--- src/rtl/ppu_bus_pkg.sv ---
// rtl/ppu_bus_pkg.sv - shared types and constants for the PPU video-memory bus sequencer
//
// Purpose : FSM state and bus-owner enums, bus width constants and the
//           captured-request record shared by the sequencer and its CPU latch.
// Ports   : none (package).

package ppu_bus_pkg;

   localparam int PPU_ADDR_W = 14;
   localparam int PPU_DATA_W = 8;

   typedef enum logic [1:0] {
      IDLE   = 2'd0,
      ALE    = 2'd1,
      ACCESS = 2'd2
   } state_t;

   typedef enum logic {
      OWN_RENDER = 1'b0,
      OWN_CPU    = 1'b1
   } owner_t;

   typedef struct packed {
      logic                  we;
      logic [PPU_ADDR_W-1:0] addr;
      logic [PPU_DATA_W-1:0] wdata;
   } bus_req_t;

endpackage

--- src/rtl/ppu_bus_sequencer_if.sv ---
// rtl/ppu_bus_sequencer_if.sv - requester and pad signal bundle for the PPU bus sequencer
//
// Purpose : groups the phase enable, render/CPU request handshakes and the
//           multiplexed AD pad signals.
// Modports: slave  - the sequencer (consumes requests, drives the pads)
//           master - requesters and pad logic around the sequencer
// Signals : tick, render_req/addr/ack/rdata, cpu_req/we/addr/wdata/busy/done/
//           rdata/overrun, ad_out, ad_low_oe, ad_in, ale, rd_n, wr_n

interface ppu_bus_sequencer_if #(
   parameter int ADDR_W = 14,
   parameter int DATA_W = 8
);

   logic              tick;
   logic              render_req;
   logic [ADDR_W-1:0] render_addr;
   logic              render_ack;
   logic [DATA_W-1:0] render_rdata;
   logic              cpu_req;
   logic              cpu_we;
   logic [ADDR_W-1:0] cpu_addr;
   logic [DATA_W-1:0] cpu_wdata;
   logic              cpu_busy;
   logic              cpu_done;
   logic [DATA_W-1:0] cpu_rdata;
   logic              cpu_overrun;
   logic [ADDR_W-1:0] ad_out;
   logic              ad_low_oe;
   logic [DATA_W-1:0] ad_in;
   logic              ale;
   logic              rd_n;
   logic              wr_n;

   modport slave (
      input  tick, render_req, render_addr, cpu_req, cpu_we, cpu_addr, cpu_wdata, ad_in,
      output render_ack, render_rdata, cpu_busy, cpu_done, cpu_rdata, cpu_overrun,
             ad_out, ad_low_oe, ale, rd_n, wr_n
   );

   modport master (
      output tick, render_req, render_addr, cpu_req, cpu_we, cpu_addr, cpu_wdata, ad_in,
      input  render_ack, render_rdata, cpu_busy, cpu_done, cpu_rdata, cpu_overrun,
             ad_out, ad_low_oe, ale, rd_n, wr_n
   );

endinterface

--- src/rtl/ppu_cpu_req_latch.sv ---
// rtl/ppu_cpu_req_latch.sv - CPU $2007 request buffer, busy/overrun flags and starvation counter
//
// Purpose : holds one CPU access from capture until completion and counts
//           render grants made while it waits.
// Ports   : i_clk, i_rst_n          clock, async active-low reset
//           i_cpu_req/we/addr/wdata CPU request pulse and its payload
//           i_grant_cpu             sequencer granted the bus to the CPU
//           i_grant_render          sequencer granted the bus to render
//           i_cpu_complete          CPU access finished on the bus
//           o_req                   captured access
//           o_pending               captured but not yet granted
//           o_busy                  captured and not yet complete
//           o_overrun               sticky: request dropped while busy
//           o_wait_max              render grants reached CPU_MAX_WAIT

module ppu_cpu_req_latch
   import ppu_bus_pkg::*;
#(
   parameter int CPU_MAX_WAIT = 8
) (
   input  logic                  i_clk,
   input  logic                  i_rst_n,
   input  logic                  i_cpu_req,
   input  logic                  i_cpu_we,
   input  logic [PPU_ADDR_W-1:0] i_cpu_addr,
   input  logic [PPU_DATA_W-1:0] i_cpu_wdata,
   input  logic                  i_grant_cpu,
   input  logic                  i_grant_render,
   input  logic                  i_cpu_complete,
   output bus_req_t              o_req,
   output logic                  o_pending,
   output logic                  o_busy,
   output logic                  o_overrun,
   output logic                  o_wait_max
);

   localparam int          WAIT_W   = 8;
   localparam [WAIT_W-1:0] WAIT_MAX = WAIT_W'(CPU_MAX_WAIT);

   bus_req_t    r_req;
   logic        r_pending;
   logic        r_busy;
   logic        r_overrun;
   logic [WAIT_W-1:0] r_wait;

   // Capture needs busy=0 while grant/complete need busy=1, so the
   // updates below never collide on the same flag.
   always_ff @(posedge i_clk or negedge i_rst_n) begin
      if (!i_rst_n) begin
         r_req     <= '0;
         r_pending <= 1'b0;
         r_busy    <= 1'b0;
         r_overrun <= 1'b0;
         r_wait    <= '0;
      end else begin
         if (i_cpu_req) begin
            if (r_busy) begin
               r_overrun <= 1'b1;
            end else begin
               r_req     <= '{we: i_cpu_we, addr: i_cpu_addr, wdata: i_cpu_wdata};
               r_pending <= 1'b1;
               r_busy    <= 1'b1;
            end
         end
         if (i_grant_cpu) begin
            r_pending <= 1'b0;
         end
         if (i_cpu_complete) begin
            r_busy <= 1'b0;
         end
         // Only render grants that overtake a waiting CPU access count.
         if (i_grant_cpu) begin
            r_wait <= '0;
         end else if (i_grant_render && r_pending && (r_wait != WAIT_MAX)) begin
            r_wait <= r_wait + 1'b1;
         end
      end
   end

   assign o_req      = r_req;
   assign o_pending  = r_pending;
   assign o_busy     = r_busy;
   assign o_overrun  = r_overrun;
   assign o_wait_max = (r_wait == WAIT_MAX);

endmodule

--- src/rtl/ppu_bus_sequencer.sv ---
// rtl/ppu_bus_sequencer.sv - two-phase PPU video-memory bus sequencer with render/CPU arbitration
//
// Purpose : runs every access as ALE phase then strobe phase, arbitrates
//           render (priority) against CPU (bounded wait), returns read data.
// Ports   : CLK   PPU core clock
//           RST   async active-low reset
//           bus   ppu_bus_sequencer_if.slave (tick, request handshakes, AD pads)

module ppu_bus_sequencer
   import ppu_bus_pkg::*;
#(
   parameter int ADDR_W       = PPU_ADDR_W,
   parameter int DATA_W       = PPU_DATA_W,
   parameter int CPU_MAX_WAIT = 8
) (
   input  logic                CLK,
   input  logic                RST,
   ppu_bus_sequencer_if.slave  bus
);

   state_t            r_state;
   state_t            w_state_nxt;
   owner_t            r_owner;
   logic              r_we;
   logic [ADDR_W-1:0] r_addr;
   logic [DATA_W-1:0] r_wdata;
   logic              r_render_ack;
   logic [DATA_W-1:0] r_render_rdata;
   logic              r_cpu_done;
   logic [DATA_W-1:0] r_cpu_rdata;

   bus_req_t          w_cpu_req;
   logic              w_pending;
   logic              w_busy;
   logic              w_overrun;
   logic              w_wait_max;
   logic              w_decide;
   logic              w_grant_cpu;
   logic              w_grant_render;
   logic              w_complete;
   logic              w_cpu_complete;

   logic              w_ale;
   logic              w_rd_n;
   logic              w_wr_n;
   logic              w_ad_low_oe;
   logic [ADDR_W-1:0] w_ad_out;

   ppu_cpu_req_latch #(
      .CPU_MAX_WAIT (CPU_MAX_WAIT)
   ) u_cpu_latch (
      .i_clk          (CLK),
      .i_rst_n        (RST),
      .i_cpu_req      (bus.cpu_req),
      .i_cpu_we       (bus.cpu_we),
      .i_cpu_addr     (bus.cpu_addr),
      .i_cpu_wdata    (bus.cpu_wdata),
      .i_grant_cpu    (w_grant_cpu),
      .i_grant_render (w_grant_render),
      .i_cpu_complete (w_cpu_complete),
      .o_req          (w_cpu_req),
      .o_pending      (w_pending),
      .o_busy         (w_busy),
      .o_overrun      (w_overrun),
      .o_wait_max     (w_wait_max)
   );

   // Decisions happen from IDLE or on the tick that ends ACCESS, which
   // lets a new grant go straight to ALE with no idle bubble.
   assign w_decide       = bus.tick && ((r_state == IDLE) || (r_state == ACCESS));
   assign w_grant_cpu    = w_decide && w_pending && (!bus.render_req || w_wait_max);
   assign w_grant_render = w_decide && !w_grant_cpu && bus.render_req;
   assign w_complete     = bus.tick && (r_state == ACCESS);
   assign w_cpu_complete = w_complete && (r_owner == OWN_CPU);

   always_ff @(posedge CLK or negedge RST) begin
      if (!RST) begin
         r_state <= IDLE;
      end else begin
         r_state <= w_state_nxt;
      end
   end

   // Strobes decode straight from state so an async reset releases them
   // immediately; rd_n/wr_n are exclusive by construction of r_we.
   always_comb begin
      w_state_nxt = r_state;
      w_ale       = 1'b0;
      w_rd_n      = 1'b1;
      w_wr_n      = 1'b1;
      w_ad_low_oe = 1'b0;
      w_ad_out    = '0;
      case (r_state)
         IDLE: begin
            if (w_grant_cpu || w_grant_render) begin
               w_state_nxt = ALE;
            end
         end
         ALE: begin
            w_ale       = 1'b1;
            w_ad_out    = r_addr;
            w_ad_low_oe = 1'b1;
            if (bus.tick) begin
               w_state_nxt = ACCESS;
            end
         end
         ACCESS: begin
            if (r_we) begin
               w_wr_n      = 1'b0;
               w_ad_low_oe = 1'b1;
               w_ad_out    = {r_addr[ADDR_W-1:DATA_W], r_wdata};
            end else begin
               // Low byte is undriven (oe=0) so its value is irrelevant.
               w_rd_n   = 1'b0;
               w_ad_out = r_addr;
            end
            if (bus.tick) begin
               w_state_nxt = (w_grant_cpu || w_grant_render) ? ALE : IDLE;
            end
         end
         default: begin
            w_state_nxt = IDLE;
         end
      endcase
   end

   // Granted access is frozen here for the ALE and ACCESS phases.
   always_ff @(posedge CLK or negedge RST) begin
      if (!RST) begin
         r_owner <= OWN_RENDER;
         r_we    <= 1'b0;
         r_addr  <= '0;
         r_wdata <= '0;
      end else if (w_grant_cpu) begin
         r_owner <= OWN_CPU;
         r_we    <= w_cpu_req.we;
         r_addr  <= w_cpu_req.addr;
         r_wdata <= w_cpu_req.wdata;
      end else if (w_grant_render) begin
         r_owner <= OWN_RENDER;
         r_we    <= 1'b0;
         r_addr  <= bus.render_addr;
         r_wdata <= '0;
      end
   end

   always_ff @(posedge CLK or negedge RST) begin
      if (!RST) begin
         r_render_ack   <= 1'b0;
         r_render_rdata <= '0;
         r_cpu_done     <= 1'b0;
         r_cpu_rdata    <= '0;
      end else begin
         r_render_ack <= w_complete && (r_owner == OWN_RENDER);
         r_cpu_done   <= w_cpu_complete;
         if (w_complete && (r_owner == OWN_RENDER)) begin
            r_render_rdata <= bus.ad_in;
         end
         if (w_cpu_complete && !r_we) begin
            r_cpu_rdata <= bus.ad_in;
         end
      end
   end

   assign bus.render_ack   = r_render_ack;
   assign bus.render_rdata = r_render_rdata;
   assign bus.cpu_busy     = w_busy;
   assign bus.cpu_done     = r_cpu_done;
   assign bus.cpu_rdata    = r_cpu_rdata;
   assign bus.cpu_overrun  = w_overrun;
   assign bus.ad_out       = w_ad_out;
   assign bus.ad_low_oe    = w_ad_low_oe;
   assign bus.ale          = w_ale;
   assign bus.rd_n         = w_rd_n;
   assign bus.wr_n         = w_wr_n;

endmodule

--- src/flat_wrapper.sv ---
// flat-port wrapper written by rule: the top's interface ports become plain ports
module ppu_bus_sequencer_flat import ppu_bus_pkg::*;
#(
   parameter int ADDR_W       = PPU_ADDR_W,
   parameter int DATA_W       = PPU_DATA_W,
   parameter int CPU_MAX_WAIT = 8
)
  (CLK, RST, bus_tick, bus_render_req, bus_render_addr, bus_cpu_req, bus_cpu_we, bus_cpu_addr, bus_cpu_wdata, bus_ad_in, bus_render_ack, bus_render_rdata, bus_cpu_busy, bus_cpu_done, bus_cpu_rdata, bus_cpu_overrun, bus_ad_out, bus_ad_low_oe, bus_ale, bus_rd_n, bus_wr_n);
  ppu_bus_sequencer_if #(.ADDR_W(ADDR_W), .DATA_W(DATA_W)) bus_i ();
  input  logic CLK;
  input  logic RST;
  input wire logic [$bits(bus_i.tick)-1:0] bus_tick;
  input wire logic [$bits(bus_i.render_req)-1:0] bus_render_req;
  input wire logic [$bits(bus_i.render_addr)-1:0] bus_render_addr;
  input wire logic [$bits(bus_i.cpu_req)-1:0] bus_cpu_req;
  input wire logic [$bits(bus_i.cpu_we)-1:0] bus_cpu_we;
  input wire logic [$bits(bus_i.cpu_addr)-1:0] bus_cpu_addr;
  input wire logic [$bits(bus_i.cpu_wdata)-1:0] bus_cpu_wdata;
  input wire logic [$bits(bus_i.ad_in)-1:0] bus_ad_in;
  output wire logic [$bits(bus_i.render_ack)-1:0] bus_render_ack;
  output wire logic [$bits(bus_i.render_rdata)-1:0] bus_render_rdata;
  output wire logic [$bits(bus_i.cpu_busy)-1:0] bus_cpu_busy;
  output wire logic [$bits(bus_i.cpu_done)-1:0] bus_cpu_done;
  output wire logic [$bits(bus_i.cpu_rdata)-1:0] bus_cpu_rdata;
  output wire logic [$bits(bus_i.cpu_overrun)-1:0] bus_cpu_overrun;
  output wire logic [$bits(bus_i.ad_out)-1:0] bus_ad_out;
  output wire logic [$bits(bus_i.ad_low_oe)-1:0] bus_ad_low_oe;
  output wire logic [$bits(bus_i.ale)-1:0] bus_ale;
  output wire logic [$bits(bus_i.rd_n)-1:0] bus_rd_n;
  output wire logic [$bits(bus_i.wr_n)-1:0] bus_wr_n;
  assign bus_i.tick = bus_tick;
  assign bus_i.render_req = bus_render_req;
  assign bus_i.render_addr = bus_render_addr;
  assign bus_i.cpu_req = bus_cpu_req;
  assign bus_i.cpu_we = bus_cpu_we;
  assign bus_i.cpu_addr = bus_cpu_addr;
  assign bus_i.cpu_wdata = bus_cpu_wdata;
  assign bus_i.ad_in = bus_ad_in;
  assign bus_render_ack = bus_i.render_ack;
  assign bus_render_rdata = bus_i.render_rdata;
  assign bus_cpu_busy = bus_i.cpu_busy;
  assign bus_cpu_done = bus_i.cpu_done;
  assign bus_cpu_rdata = bus_i.cpu_rdata;
  assign bus_cpu_overrun = bus_i.cpu_overrun;
  assign bus_ad_out = bus_i.ad_out;
  assign bus_ad_low_oe = bus_i.ad_low_oe;
  assign bus_ale = bus_i.ale;
  assign bus_rd_n = bus_i.rd_n;
  assign bus_wr_n = bus_i.wr_n;
  ppu_bus_sequencer #(.ADDR_W(ADDR_W), .DATA_W(DATA_W), .CPU_MAX_WAIT(CPU_MAX_WAIT)) u_core (.CLK(CLK), .RST(RST), .bus(bus_i));
endmodule
--- config.mk ---
export PLATFORM = sky130hd
export DESIGN_NAME = ppu_bus_sequencer_flat
export DESIGN_NICKNAME = d
export VERILOG_FILES = /design/src/rtl/ppu_bus_pkg.sv /design/src/rtl/ppu_bus_sequencer_if.sv /design/src/rtl/ppu_cpu_req_latch.sv /design/src/rtl/ppu_bus_sequencer.sv /design/src/flat_wrapper.sv
export SDC_FILE = /design/constraint.sdc
export NUM_CORES = 1
export LEC_CHECK = 0
export ABC_AREA = 0
export CAP_MARGIN = 20
export CORE_MARGIN = 5
export CORE_UTILIZATION = 30
export DETAILED_ROUTE_END_ITERATION = 7
export GPL_TIMING_DRIVEN = 0
export SLEW_MARGIN = 20
export SYNTH_ARGS = -nofsm -noshare
export SYNTH_HDL_FRONTEND = slang
export SYNTH_SLANG_ARGS = --single-unit
--- constraint.sdc ---
create_clock -name CLK -period 2.3 [get_ports CLK]
set_input_delay 0.345 -clock CLK [delete_from_list [all_inputs] [get_ports CLK]]
set_output_delay 0.345 -clock CLK [all_outputs]
set_load 0.01 [all_outputs]
==> flow_metrics.py <==
metrics = {
    "status": {
        "outcome": "finished clean",
    },
    "clocking": {
        "clk_path_buf_depth": 2,
        "cts_buffers": 9,
        "cts-root-buf": "clkbuf_16",
        "clock_sinks": 78,
        "clk_pin_slew_ns": 0.06,
        "clock_latency_ns": 0.33,
        "htreeDepth": 3,
        "tritoncts": "done",
    },
    "layout": {
        "n_fill_cell": 1178,
        "antenna_cells": 0,
        "final_core_util_pct": 43.2,
        "finalNetCount": 500,
        "drive_gt1_share_pct": 20.1,
        "final_cells": 616,
        "area_growth_pct": 39.8,
    },
    "critical_path": {
        "critical-path-slowest-cell": "dfrtp_1",
        "crit_fanout": 10,
        "worstSetupEndpointType": "output pin",
        "crit_arrival_ns": 1.90,
        "crit_type": "reg -> out",
        "max_stage_delay_ns": 0.37,
        "crit_required_ns": 1.96,
        "cp_cell_sequence": "inv_2 > buf_12 > ha_4 > nor2b_4 > buf_4 > and2_1 > clkdlybuf4s15_2",
        "worstReg2RegStart": "u_core.r_state[0]$_DFFE_PN0P_",
        "reg2reg_slack_ns": 0.24,
        "r2r-end": "u_core.r_addr[2]$_DFFE_PN0P_",
        "start_kind": "flop",
        "r2r_cells": 8,
    },
    "logic_synthesis": {
        "synth_edf_count": 0,
        "ys_async_sr_fraction_pct": 100,
        "yosysWarnings": 0,
        "ys.flop_type": "dfrtp_1",
        "syn_area_mm2": 0.00375,
        "synth.net_count": 397,
        "ys_seq_area_share_pct": 52.0,
        "synth_cell_types": 40,
        "avgSynthCellArea_um2": 11.0,
        "synth_seq_cells": 78,
        "synthCells": 341,
    },
    "timing": {
        "min_period_ns": 2.25,
        "setup_violations": 0,
        "finalHoldViolCount": 0,
        "tightest_slew_ns": 0.578,
        "hold-worst-slack_ns": 0.378,
        "max-slew-margin-rel_pct": 61.4,
        "max_freq_ghz": 0.445,
        "min_period_over_period_pct": 97.7,
        "skew_ns": 0.00715,
        "slew_viol_final": 0,
        "worst_slack_ns": 0.0529,
    },
    "floorplanning": {
        "start_util_pct": 30.9,
        "fp.coreArea_mm2": 0.0122,
        "fp.dieW_um": 122,
        "io_pins": 88,
        "die_y_um": 122,
        "die_area_mm2": 0.0149,
        "rows": 40,
    },
    "route": {
        "route.antenna.remaining_nets": 0,
        "viasPerCell": 4.99,
        "first_pass_iters": 4,
        "avgRoutedWirePerCell_um": 17.0,
        "vias": 3072,
        "first_iter_violations": 165,
        "drt-total-wl_um": 10500,
        "post-route-drc-count": 0,
    },
    "power_and_ir_drop": {
        "vdd_drop_max_v": 0.000427,
        "total_power_w": 0.00664,
        "p_leak_nw": 2.23,
        "powerDensity_mw_per_mm2": 1270,
    },
    "placement": {
        "hpwl_um": 7390,
        "place_inst": 596,
        "gp_congestion": 0.796,
        "post-place-ws_ns": -0.305,
        "io_buffers": 86,
    },
    "hold_path": {
        "worstHoldStart": "bus_render_req",
        "hold_path_class": "in -> reg",
        "whs_path_depth": 3,
        "min_to": "u_core.u_cpu_latch.r_wait[0]$_DFFE_PN0P_",
    },
    "global_route": {
        "grt_pass1_vias": 3295,
        "grt-ovfl-total": 0,
        "grt_pass1_wl_um": 17000,
        "grt_max_degree": 52,
        "grt_usage_pct": 14.4,
        "grt_antenna_before_repair": 0,
    },
    "job": {
        "maxCapViolCount": 0,
    },
}
## critical path: cells and delay by family (launching register included)
kind	cells	cell delay, ns
simple gates	2	0.34
fa+ha+maj	1	0.30
buf+inv	4	0.56
flops	1	0.37
## where the power goes
part	internal (W)	leakage, nW	switching (W)
Combinational	0.00146	1.09	0.00124
Clock	0.000999	0.161	0.000540
Sequential	0.00196	0.973	0.000434
## cell usage after synthesis, types with 3 or more instances
| cell type | number | area [um2] |
|---|---|---|
| dfrtp_1 | 78 | 1950 |
| mux2_2 | 39 | 439 |
| nand2_1 | 29 | 109 |
| nor2_1 | 27 | 101 |
| nor3_1 | 16 | 80.1 |
| a211oi_1 | 14 | 105 |
| nor2b_1 | 11 | 68.8 |
| o22a_1 | 11 | 96.3 |
| o22ai_1 | 11 | 68.8 |
| clkbuf_1 | 10 | 37.5 |
| a22o_1 | 9 | 78.8 |
| buf_2 | 9 | 45.0 |
| a22oi_1 | 8 | 60.1 |
| and2_1 | 7 | 43.8 |
| ha_1 | 6 | 75.1 |
| inv_1 | 6 | 22.5 |
| a21oi_1 | 5 | 25.0 |
| nand2b_1 | 5 | 31.3 |
| o221ai_1 | 4 | 35.0 |
| xnor2_1 | 4 | 35.0 |
| nand4_1 | 3 | 18.8 |
| o21ai_0 | 3 | 15.0 |
| o32a_1 | 3 | 30.0 |
## how the worst max path moves through the flow
stage                                              from                                  endpoint  slack, ns  cells past startpoint
after floorplan           u_core.r_state[0]$_DFFE_PN0P_                             bus_ad_out[1]       0.55                      6
after global placement                              RST  u_core.u_cpu_latch.o_req[10]$_DFFE_PN0P_      -1.97                      1
after detailed placement  u_core.r_state[0]$_DFFE_PN0P_                            bus_ad_out[12]      -0.30                      7
after CTS                 u_core.r_state[1]$_DFFE_PN0P_                             bus_ad_out[8]      -0.19                      5
after global routing      u_core.r_state[0]$_DFFE_PN0P_                             bus_ad_out[9]      -0.02                      7
final                     u_core.r_state[0]$_DFFE_PN0P_                             bus_ad_out[9]       0.05                      7
## through the flow
step	area [um2]	TNS [ns]
detailed placement	4850	-3.26
finish	5250	0
CTS	5210	-0.516
floorplan	3750	0
global route	5250	-0.0156
global placement	4830	-155.78
## flip-flops by register name, summed over array words and instances (netlist names)
register / flops
u_core.u_cpu_latch.o_busy: 1
u_core.r_we: 1
u_core.r_state: 2
u_core.r_addr: 14
u_core.u_cpu_latch.o_overrun: 1
u_core.bus.cpu_rdata: 8
u_core.bus.render_ack: 1
u_core.r_wdata: 8
u_core.u_cpu_latch.o_pending: 1
u_core.u_cpu_latch.r_wait: 8
u_core.bus.render_rdata: 8
u_core.bus.cpu_done: 1
u_core.r_owner: 1
u_core.u_cpu_latch.o_req: 23
## layout by cell type, fill, tap and decap left out, types with 2 or more instances in the layout
cell type / n
a211oi_1: 14
a21o_1: 2
a21oi_1: 5
a22o_1: 9
a22oi_1: 8
and2_1: 7
buf_2: 8
buf_4: 6
bufinv_16: 2
clkbuf_1: 9
clkbuf_16: 9
clkbuf_2: 5
clkbuf_4: 2
clkbuf_8: 2
clkdlybuf4s50_1: 70
clkinv_2: 2
dfrtp_1: 78
dlygate4sd2_1: 8
ha_1: 3
ha_2: 2
inv_1: 5
mux2_2: 39
nand2_1: 29
nand2b_1: 5
nand3_1: 2
nand4_1: 3
nor2_1: 26
nor2b_1: 10
nor3_1: 16
nor4_1: 2
o211ai_2: 2
o21ai_0: 3
o221ai_1: 4
o22a_1: 11
o22ai_1: 11
o32a_1: 3
xnor2_1: 4
xor2_1: 2
## final cells by class
type                       count  area [um2]  share of cell area, %
timing repair buffer          92         907                   17.3
multi-input combinational    233        1700                   32.4
buffer                        23         130                   2.48
clock inverter                 4        70.1                   1.33
clock buffer                  11         253                   4.82
tap                          168         210                   4.00
inverter                       7        26.3                  0.501
sequential                    78        1950                   37.2
## cell families after synthesis
logic type	Yosys count	synth area share, %
AOI/OAI and AO/OA	76	15.9
and+or+nand+nor	106	13.4
buffers and inverters	30	3.60
muxes	39	11.7
adders and majority gates	6	2.00
xor gates and xnor gates	6	1.40
DFF	78	52.0
## layer usage
layer | global-route usage (%) | part of all wire [%] | vias up | routed length (um)
li1 | - | - | 1444 | -
met1 | 19.9 | 47 | 1510 | 4910
met2 | 22.4 | 46 | 104 | 4770
met3 | 3.62 | 6.2 | 14 | 650
met4 | 4.48 | 1.2 | 0 | 121
met5 | 0 | 0 | - | 0
## timing repair
| action | CTS | global route |
|---|---|---|
| hold buffers | 1 | 0 |
| buffers inserted | 2 | 2 |
| endpoints found under the hold margin | 27 | 0 |
| resized for setup | 28 | 17 |
| endpoints found under the setup margin | 17 | 15 |
| gates cloned | 0 | 0 |
(Power assumes the default switching activity.)
